**src/rtl/midi_voice_alloc_pkg.sv**
```systemverilog
// -----------------------------------------------------------------------------
// midi_voice_alloc_pkg
// Shared constants and types for the MIDI receive / voice allocation slice.
//   - MIDI channel-message status nibbles used by the parser
//   - parser state encoding
//   - pitch bend centre value
//   - helper deciding which status nibbles open a message on our channel
// Optional feature macro: MIDI_PITCH_BEND_EN (enables the Ex pitch bend message).
// -----------------------------------------------------------------------------
package midi_voice_alloc_pkg;

   localparam logic [3:0] ST_NOTE_OFF = 4'h8;
   localparam logic [3:0] ST_NOTE_ON  = 4'h9;
   localparam logic [3:0] ST_CC       = 4'hB;
   localparam logic [3:0] ST_BEND     = 4'hE;

   localparam logic [13:0] PITCH_CENTER = 14'h2000;

`ifdef MIDI_PITCH_BEND_EN
   localparam bit BEND_EN = 1'b1;
`else
   localparam bit BEND_EN = 1'b0;
`endif

   typedef enum logic [1:0] {
      P_IDLE  = 2'd0,
      P_DATA1 = 2'd1,
      P_DATA2 = 2'd2
   } parser_state_t;

   // Status nibbles we decode; every other channel message is treated as foreign.
   function automatic logic type_accepted(input logic [3:0] t);
      return (t == ST_NOTE_OFF) || (t == ST_NOTE_ON) || (t == ST_CC) ||
             (BEND_EN && (t == ST_BEND));
   endfunction

endpackage

```
**src/rtl/midi_voice_alloc_voice_finder.sv**
```systemverilog
// -----------------------------------------------------------------------------
// voice_finder
// Combinational priority search over the voices: returns the lowest index i
// with en[i]=1 and, when use_key=1, key_tab[i]==key.
// Ports:
//   en       in   VOICES      candidate voices
//   key_tab  in   VOICES*7    stored key per voice, voice i at [i*7 +: 7]
//   key      in   7           key to compare against
//   use_key  in   1           1 = also require key match
//   hit      out  1           some voice qualified
//   idx      out  V_WIDTH     lowest qualifying voice (0 when no hit)
// -----------------------------------------------------------------------------
module voice_finder #(
   parameter int VOICES  = 8,
   parameter int V_WIDTH = 3
) (
   input  logic [VOICES-1:0]   en,
   input  logic [VOICES*7-1:0] key_tab,
   input  logic [6:0]          key,
   input  logic                use_key,
   output logic                hit,
   output logic [V_WIDTH-1:0]  idx
);

   // Scan from the top down so the last assignment is the lowest index.
   always_comb begin
      hit = 1'b0;
      idx = '0;
      for (int i = VOICES - 1; i >= 0; i--) begin
         if (en[i] && (!use_key || (key_tab[i*7 +: 7] == key))) begin
            hit = 1'b1;
            idx = V_WIDTH'(i);
         end
      end
   end

endmodule

```
**src/rtl/midi_voice_alloc.sv**
```systemverilog
// -----------------------------------------------------------------------------
// midi_voice_alloc
// MIDI byte-stream receiver for the synth engine. Parses channel messages with
// running status, filters one channel, allocates note-ons to voices (retrigger,
// then lowest free voice, then round-robin steal), releases voices on note-off
// and forwards control changes as a one-cycle write on adr/data.
// Optional feature macro: MIDI_PITCH_BEND_EN -- when defined, Ex messages on
// midi_ch update pitch_val; otherwise Ex is foreign and pitch_val stays centred.
// Ports:
//   sys_clk      in   1        clock, rising edge
//   iRST_N       in   1        asynchronous active-low reset
//   byteready    in   1        midibyte valid strobe
//   midibyte     in   8        received byte
//   midi_ch      in   4        accepted channel
//   voice_free   in   VOICES   envelope idle per voice
//   keys_on      out  VOICES   gate per voice
//   note_on      out  1        STROBE_LEN-cycle pulse per note-on
//   cur_key_adr  out  V_WIDTH  voice of last note event
//   cur_key_val  out  8        key of last note event
//   cur_vel_on   out  8        velocity of last note-on
//   cur_vel_off  out  8        velocity of last note-off
//   write        out  1        CC write strobe
//   adr          out  7        CC number
//   data         out  8        CC value
//   pitch_val    out  14       pitch bend value
// Handshake: byteready is a single-cycle valid with no ready; every strobed
// byte is consumed in the cycle it is presented.
// -----------------------------------------------------------------------------
module midi_voice_alloc
   import midi_voice_alloc_pkg::*;
#(
   parameter int VOICES     = 8,
   parameter int V_WIDTH    = 3,
   parameter int STROBE_LEN = 64
) (
   input  logic               sys_clk,
   input  logic               iRST_N,
   input  logic               byteready,
   input  logic [7:0]         midibyte,
   input  logic [3:0]         midi_ch,
   input  logic [VOICES-1:0]  voice_free,
   output logic [VOICES-1:0]  keys_on,
   output logic               note_on,
   output logic [V_WIDTH-1:0] cur_key_adr,
   output logic [7:0]         cur_key_val,
   output logic [7:0]         cur_vel_on,
   output logic [7:0]         cur_vel_off,
   output logic               write,
   output logic [6:0]         adr,
   output logic [7:0]         data,
   output logic [13:0]        pitch_val
);

   localparam int CNT_W = $clog2(STROBE_LEN + 1);

   // ---------------- parser ----------------
   parser_state_t state, state_nx;
   logic          rs_valid, rs_valid_nx;
   logic [3:0]    rs_type, rs_type_nx;
   logic [6:0]    d1;
   logic          d1_ld, ev_fire;

   logic is_rt, is_sys, is_status;
   assign is_rt     = (midibyte[7:3] == 5'b11111);
   assign is_sys    = (midibyte[7:4] == 4'hF) && !is_rt;
   assign is_status = midibyte[7];

   always_ff @(posedge sys_clk or negedge iRST_N) begin
      if (!iRST_N) begin
         state    <= P_IDLE;
         rs_valid <= 1'b0;
         rs_type  <= 4'h0;
         d1       <= 7'h00;
      end else begin
         state    <= state_nx;
         rs_valid <= rs_valid_nx;
         rs_type  <= rs_type_nx;
         if (d1_ld) d1 <= midibyte[6:0];
      end
   end

   always_comb begin
      state_nx    = state;
      rs_valid_nx = rs_valid;
      rs_type_nx  = rs_type;
      d1_ld       = 1'b0;
      ev_fire     = 1'b0;
      if (byteready) begin
         if (is_rt) begin
            // realtime bytes may interleave anywhere; leave the parser untouched
         end else if (is_sys) begin
            rs_valid_nx = 1'b0;
            state_nx    = P_IDLE;
         end else if (is_status) begin
            // channel filter is evaluated here only, so midi_ch changes apply at the next status
            rs_type_nx = midibyte[7:4];
            if ((midibyte[3:0] == midi_ch) && type_accepted(midibyte[7:4])) begin
               rs_valid_nx = 1'b1;
               state_nx    = P_DATA1;
            end else begin
               rs_valid_nx = 1'b0;
               state_nx    = P_IDLE;
            end
         end else begin
            case (state)
               P_IDLE: begin
                  if (rs_valid) begin
                     d1_ld    = 1'b1;
                     state_nx = P_DATA2;
                  end
               end
               P_DATA1: begin
                  d1_ld    = 1'b1;
                  state_nx = P_DATA2;
               end
               P_DATA2: begin
                  ev_fire  = 1'b1;
                  state_nx = P_DATA1;
               end
               default: state_nx = P_IDLE;
            endcase
         end
      end
   end

   // ---------------- event decode ----------------
   logic [6:0] vel;
   logic       ev_on, ev_off, ev_cc;
   assign vel    = midibyte[6:0];
   assign ev_on  = ev_fire && (rs_type == ST_NOTE_ON) && (vel != 7'd0);
   assign ev_off = ev_fire && ((rs_type == ST_NOTE_OFF) ||
                               ((rs_type == ST_NOTE_ON) && (vel == 7'd0)));
   assign ev_cc  = ev_fire && (rs_type == ST_CC);

   // ---------------- voice search ----------------
   logic [VOICES*7-1:0] key_tab;
   logic [V_WIDTH-1:0]  rr_ptr;
   logic                on_hit, free_hit, off_hit;
   logic [V_WIDTH-1:0]  on_idx, free_idx, off_idx, on_v;
   logic                steal;

   voice_finder #(.VOICES(VOICES), .V_WIDTH(V_WIDTH)) u_on_match (
      .en(keys_on), .key_tab(key_tab), .key(d1), .use_key(1'b1),
      .hit(on_hit), .idx(on_idx)
   );

   voice_finder #(.VOICES(VOICES), .V_WIDTH(V_WIDTH)) u_free (
      .en(voice_free & ~keys_on), .key_tab(key_tab), .key(d1), .use_key(1'b0),
      .hit(free_hit), .idx(free_idx)
   );

   voice_finder #(.VOICES(VOICES), .V_WIDTH(V_WIDTH)) u_off_match (
      .en(keys_on), .key_tab(key_tab), .key(d1), .use_key(1'b1),
      .hit(off_hit), .idx(off_idx)
   );

   assign steal = !on_hit && !free_hit;
   assign on_v  = on_hit ? on_idx : (free_hit ? free_idx : rr_ptr);

   // ---------------- registered outputs ----------------
   logic [CNT_W-1:0] cnt;

   always_ff @(posedge sys_clk or negedge iRST_N) begin
      if (!iRST_N) begin
         keys_on     <= '0;
         key_tab     <= '0;
         rr_ptr      <= '0;
         note_on     <= 1'b0;
         cnt         <= '0;
         cur_key_adr <= '0;
         cur_key_val <= 8'h00;
         cur_vel_on  <= 8'h00;
         cur_vel_off <= 8'h00;
         write       <= 1'b0;
         adr         <= 7'h00;
         data        <= 8'h00;
      end else begin
         write <= 1'b0;

         // note_on is high for the load cycle plus STROBE_LEN-1 countdown cycles
         if (note_on) begin
            if (cnt == '0) note_on <= 1'b0;
            else           cnt     <= cnt - 1'b1;
         end

         if (ev_on) begin
            keys_on[on_v]            <= 1'b1;
            key_tab[int'(on_v)*7 +: 7] <= d1;
            cur_key_adr              <= on_v;
            cur_key_val              <= {1'b0, d1};
            cur_vel_on               <= {1'b0, vel};
            note_on                  <= 1'b1;
            cnt                      <= CNT_W'(STROBE_LEN - 1);
            if (steal)
               rr_ptr <= (rr_ptr == V_WIDTH'(VOICES - 1)) ? '0 : rr_ptr + 1'b1;
         end

         if (ev_off && off_hit) begin
            keys_on[off_idx] <= 1'b0;
            cur_key_adr      <= off_idx;
            cur_key_val      <= {1'b0, d1};
            cur_vel_off      <= {1'b0, vel};
         end

         if (ev_cc) begin
            write <= 1'b1;
            adr   <= d1;
            data  <= {1'b0, vel};
         end
      end
   end

`ifdef MIDI_PITCH_BEND_EN
   // first data byte is the LSB, second the MSB
   always_ff @(posedge sys_clk or negedge iRST_N) begin
      if (!iRST_N)
         pitch_val <= PITCH_CENTER;
      else if (ev_fire && (rs_type == ST_BEND))
         pitch_val <= {vel, d1};
   end
`else
   assign pitch_val = PITCH_CENTER;
`endif

endmodule

```
**config.mk**
```make
export PLATFORM = sky130hd
export DESIGN_NAME = midi_voice_alloc
export DESIGN_NICKNAME = d
export VERILOG_FILES = /design/src/rtl/midi_voice_alloc_pkg.sv /design/src/rtl/midi_voice_alloc_voice_finder.sv /design/src/rtl/midi_voice_alloc.sv
export SDC_FILE = /design/constraint.sdc
export NUM_CORES = 1
export LEC_CHECK = 0
export ABC_AREA = 1
export CAP_MARGIN = 15
export CORE_ASPECT_RATIO = 1.25
export CORE_UTILIZATION = 50
export CTS_CLUSTER_SIZE = 20
export DETAILED_ROUTE_END_ITERATION = 16
export HOLD_SLACK_MARGIN = 0.02
export PLACE_DENSITY = 0.83
export SETUP_SLACK_MARGIN = 0.02
export SYNTH_ARGS = -nofsm -noshare
export SYNTH_HDL_FRONTEND = slang
export SYNTH_HIERARCHICAL = 1
export SYNTH_SLANG_ARGS = --single-unit
```
**constraint.sdc**
```tcl
create_clock -name sys_clk -period 3.7 [get_ports sys_clk]
set_input_delay 0.74 -clock sys_clk [delete_from_list [all_inputs] [get_ports sys_clk]]
set_output_delay 0.74 -clock sys_clk [all_outputs]
set_load 0.02 [all_outputs]
```
* After elaboration in Yosys (flattened, before gate mapping)
Cells that the tools add are included.
** Word-level totals
- Word-level logic and storage cells :: 164
- Input port bits :: 23
- Register bits after elaboration :: 129
- Output and inout bits :: 66
** Operators by class
- Mux-type cells :: 72
- Bitwise logic cells :: 7
- $mul :: 1
- Add/subtract/negate cells :: 3
- Equal/unequal tests :: 22
- Shift operators :: 2
- Magnitude comparators :: 4
- Reductions and logical operators :: 37
** Operators by type and width (count)
- $mux 3 :: 21
- $bwmux 56 :: 1
- $eq 7x7->1 :: 8
- $shift 7x33->56 const A :: 1
- $shiftx 7x33->56 :: 1
- $mux 1 :: 36
- $neg 6->33 :: 1
- $mux 8 :: 4
- $eq 4x4->1 const B :: 7
- $mux 7 :: 3
- $logic_and 1x1->1 :: 19
- $and 8x8->8 :: 2
- $not 8->8 :: 2
- $logic_not 7->1 :: 2
- $lt 3x4->1 const B :: 2
- $or 8x8->8 :: 1
- $reduce_bool 7->1 :: 1
- $sub 7x1->7 const B :: 1
- $demux 1 s3 :: 2
- $ge 3x1->1 const B :: 2
- $mul 3x3->6 const B :: 1
- $mux 2 :: 3
- $pmux 2 s3 :: 1
- $reduce_and 3->1 :: 2
- other kinds (16) :: 24

* Logic depth before layout (Yosys ltp)
- Word-level depth :: 20
- Mapped depth :: 29
- Gate-level depth less buffers :: 25

* Cells and area by module
The synthesis kept the hierarchy.
** By module, submodules not included
- midi_voice_alloc :: instances 1, seq. area each 3203.1 µm², area each 5875.6 µm², cells an instance 701
- voice_finder :: instances 3, seq. area each 0.0 µm², area each 967.2 µm², cells an instance 160

* Least setup slack after synthesis
OpenSTA, ideal clock, no wires.
- Path type :: register to register
- From :: reg d1[1]
- To :: reg key_tab[42]
- Period minus slack after synthesis :: 3.350 ns
- Arrival time :: 3.285 ns
- Cell stages (with the launch flop) :: 23
- Required time :: 3.635 ns
- Buffers on the path :: 4
- Setup time :: 0.065 ns
- Setup slack :: 0.350 ns
- Cell sequence :: dfrtp_1 -> buf_6 -> inv_4 -> or2_1 -> nand3_1 -> nor2_1 -> nand2_1 -> nand2_1 -> nand2_2 -> nand2_1 -> nor2_2 -> nand4_1 -> inv_2 -> or2_0 -> nand2_1 -> buf_2 -> buf_2 -> ha_1 -> clkbuf_1 -> nand3_2 -> nor2_1 -> nand2_1 -> nand2_1
** On the way
- Cells in the longest elaborated chain, start to end :: 15
- Elaborated cells between the ends (all ways) :: 38
- Classes of those cells :: add/sub (1); mul (1); eq/ne (8); shift (2); mux (18); reduce/logical (8)
** RTL lines
- from (decl) :: line midi_voice_alloc.sv:60 : logic [6:0] d1;
- from (signal assigned) :: line midi_voice_alloc.sv:78 : if (d1_ld) d1 <= midibyte[6:0];
- $eq 7x7->1
- $logic_and 1x1->1 :: line midi_voice_alloc_voice_finder.sv:30 : if (en[i] && (!use_key || (key_tab[i*7 +: 7] == key))) begin
- $mux 1 (7 in a row) :: line midi_voice_alloc_voice_finder.sv:30
- $mux 1 (*) :: line midi_voice_alloc_voice_finder.sv:30
- named net on_hit :: line midi_voice_alloc.sv:138 : logic on_hit, free_hit, off_hit;
- $mux 3 (*) :: line midi_voice_alloc.sv:158 : assign on_v = on_hit ? on_idx : (free_hit ? free_idx : rr_ptr);
- $mul 3x3->6 (*) :: line midi_voice_alloc.sv:188 : key_tab[int'(on_v)*7 +: 7] <= d1;
- $neg 6->33 (*) :: line midi_voice_alloc.sv:188
- $shiftx 7x33->56 / $shift 7x33->56 (equally long branches) :: line midi_voice_alloc.sv:188
- $bwmux 56 (*) :: line midi_voice_alloc.sv:188
- to (signal assigned) :: line midi_voice_alloc.sv:166 : key_tab <= '0;
- to (signal, indexed assignment) :: line midi_voice_alloc.sv:188
- to (decl) :: line midi_voice_alloc.sv:136 : logic [VOICES*7-1:0] key_tab;
Mark *: on every way through the listed nets, which the timed path passes. The rest lies on a longest branch.
A chain may end at the register's enable or synchronous reset.

* Worst setup path in the final report
- From :: reg d1[4]
- To :: reg key_tab[2]
The elaborated chain is that of the path after synthesis.

==> results.yml <==
sta:
  fin_tns_setup_ps: 0
  rsz0062_at_grt: "false"
  max_slew.worst_pin.slew_ps: 554
  slew-limit-headroom: 0.630
  period_minus_slack_ps: 3390
  layout_setup_ws_ps: 308
  slew_violations: 0
  max_freq_mhz: 295
  setup_viol: 0
  hold_viol_final: 0
  fin_crit_sh: 0.917
  whs_ps: 250
  fin_skew_ps: 7.59
finish:
  final_net_count: 1286
  diodes: 0
  area_delta_synth_final_pct: 16.2
  drive_gt1_frac: 0.103
  mostFrequentLayoutCell: "nand2_1"
  final_util: 0.601
  final_cell_mix: "nand2_1 (401), dfrtp_1 (126), nor2_1 (108)"
synth:
  synth_fa_ha_area_frac: 0.00998
  synth_area_sq_um: 8780
  synthTopCellsByArea: "dfrtp_1 (36%), nand2_1 (17%), xnor2_1 (7.7%), xor2_1 (6.2%), nor2_1 (4.6%)"
  yosys.area.top_type: "dfrtp_1"
  synth-seq-cells: 128
  synth_top_area_frac: 0.365
  avgSynthCellArea_sq_um: 7.43
  yosysUniqueCellTypes: 42
  synthXorXnorAreaFrac: 0.144
  synth_compound_area_frac: 0.0460
  synth_mux_area_frac: 0
  syn_inst: 1181
  synth_top_family_by_area: "simple AND/OR/NAND/NOR gates"
  yosys_warnings: 6
  seq_area_frac_synth: 0.365
  synth-simple-area-share: 0.334
drt:
  first_pass_iters: 5
  remaining_drc_errors: 0
  routed_wl_um: 22400
  vias: 7748
  wl_per_cell_um: 15.1
  initialDrtViolationCount: 573
  drtAntennaViolNets: 0
  viasPerCell: 5.21
place:
  dp_hpwl_um: 16000
  pre_cts_ws_ps: 210
  gp_congestion: 0.933
  io_buffers: 70
power:
  clock_power_share: 0.266
  swShare: 0.396
  p_sw_mw: 2.53
  p_seq_frac: 0.294
  ir_worst_vdd_v: 0.000506
  combPwrFrac: 0.440
  intPower_mw: 3.86
  power_density_nw_per_um2: 627
  leakagePower_nw: 5.15
grt:
  grt_pass1_vias: 7399
  grt_usage: 0.260
  grt_pass1_wl_um: 36600
  antenna_found_initial: 0
  overflow: 0
  grt_max_degree: 101
clock_tree:
  cts_root_buf: "clkbuf_16"
  postCtsSetupBuffers: 0
  hold_buffers: 0
  numCtsBuffers: 17
  htreeDepth: 4
  cts.clk_slew.worst_paths_ps: 60
  clock_latency_ps: 420
  clock-sinks: 128
  cts_buffer_depth: 2
  cts_tree: "done"
  cts_resized: 0
floorplanning:
  initial_core_util: 0.517
  num_io_pins: 89
  die_area_sq_um: 18100
  coreArea_sq_um: 17000
  dieHeight_um: 150
  die_w_um: 121
  rows: 53
critical_path:
  crit_arrival_ps: 3700
  startpoint: "d1[4]$_DFFE_PN0P_"
  r2r-start: "d1[4]$_DFFE_PN0P_"
  rr_endpoint: "key_tab[2]$_DFFE_PN0P_"
  critical_path.max_fanout: 15
  startpoint_type: "register"
  r2r_cells: 17
  required_ps: 4010
  critical_path_class: "register to register"
  reg2reg_slack_ps: 310
  endpoint_kind: "register"
hold_path:
  min_path_type: "input pin to asynchronous set/reset pin"
flow_run:
  cap_violations: 0
status:
  outcome: "finished, final reports clean"
-- worst max path at each step --
stage                              endpoint  slack, ps
detailed placement  key_tab[50]$_DFFE_PN0P_        210
global placement    key_tab[51]$_DFFE_PN0P_        320
CTS                 key_tab[41]$_DFFE_PN0P_        140
global route        key_tab[21]$_DFFE_PN0P_         30
floorplan           key_tab[42]$_DFFE_PN0P_        350
finish               key_tab[2]$_DFFE_PN0P_        310
-- synth_stat cells --
cell type / count
nand2_1: 402
dfrtp_1: 128
nor2_1: 108
inv_1: 89
xnor2_1: 77
xor2_1: 62
nand3_1: 55
buf_6: 23
a21oi_1: 21
o21ai_0: 21
nand4_1: 20
nor3_1: 20
buf_4: 18
nand2_2: 16
buf_2: 12
or2_0: 10
a21oi_2: 9
o21ai_1: 9
inv_2: 8
nor2_2: 8
ha_1: 7
nor4_1: 7
inv_4: 6
nand2_4: 6
nor2_4: 5
clkbuf_1: 4
nor3_2: 4
a211oi_1: 3
o31ai_1: 3
or2_1: 3
xnor2_2: 3
conb_1: 2
nand3_2: 2
or2_2: 2
a41oi_1: 1
and2_1: 1
inv_6: 1
nand2_8: 1
nand3b_1: 1
o211ai_1: 1
o21ai_2: 1
or2_4: 1
-- kinds of logic after synthesis --
family,count (synthesis)
flip-flops,128
buffers and inverters,161
adder cells (fa/ha/maj),7
other,2
XOR/XNOR,142
AND/OR/NAND/NOR,672
AO/OA/AOI/OAI,69
-- power by group through the flow --
| stage | Sequential, mW | Combinational [mW] | Clock [mW] |
|---|---|---|---|
| floorplan | 2.06 | 1.79 | 0 |
| global placement | 1.88 | 2.69 | 0 |
| detailed placement | 1.89 | 2.75 | 0 |
| CTS | 1.88 | 2.78 | 1.71 |
| global route | 1.92 | 3.06 | 1.77 |
| finish | 1.88 | 2.81 | 1.70 |
-- through the flow --
stage	instances	cell area, sq um	total power, mW
4_1_cts	1487	10200	6.37
3_3_place_gp	1457	9600	4.57
6_report	1487	10200	6.39
2_1_floorplan	1200	8850	3.85
3_5_place_dp	1457	9600	4.64
5_1_grt	1487	10200	6.74
-- registers in the layout, indices dropped and copies added, names as in the netlist, 2 cells and up --
register,flops
cur_vel_off,7
adr,7
rs_type,4
state,2
keys_on,8
cur_vel_on,7
cur_key_val,7
d1,7
key_tab,56
cur_key_adr,3
data,7
cnt,7
rr_ptr,3
-- cell type report --
type	count	area, sq um
Clock inverter	10	139
Multi-Input combinational cell	911	4780
Tap cell	220	275
Sequential cell	128	3210
Timing Repair Buffer	94	941
Inverter	104	413
Clock buffer	20	447
Fill cell	1496	6780
-- per-layer routing --
layer | wire length [um] | vias up | part of all wire | global-route usage
met4 | 1120 | 0 | 0.050 | 0.140
li1 | - | 3769 | - | -
met1 | 8900 | 3591 | 0.40 | 0.302
met3 | 1430 | 78 | 0.064 | 0.0553
met5 | 0 | - | 0 | 0
met2 | 10900 | 310 | 0.49 | 0.447
-- critical path, cell delays in order (launching register included) --
cell and delay (ps):
dfrtp_2 550, xor2_1 230, nor3_1 300, nand4_1 220, nand2_1 110, nand2_1 80
nand2_2 100, inv_2 50, nand4_1 80, inv_2 80, or2_2 280, nand2_2 130
ha_1 300, buf_4 200, nor2_4 230, nand2_2 160, nand2_1 100, nand2_1 50
Note: power is estimated with default switching activity, not from simulation.
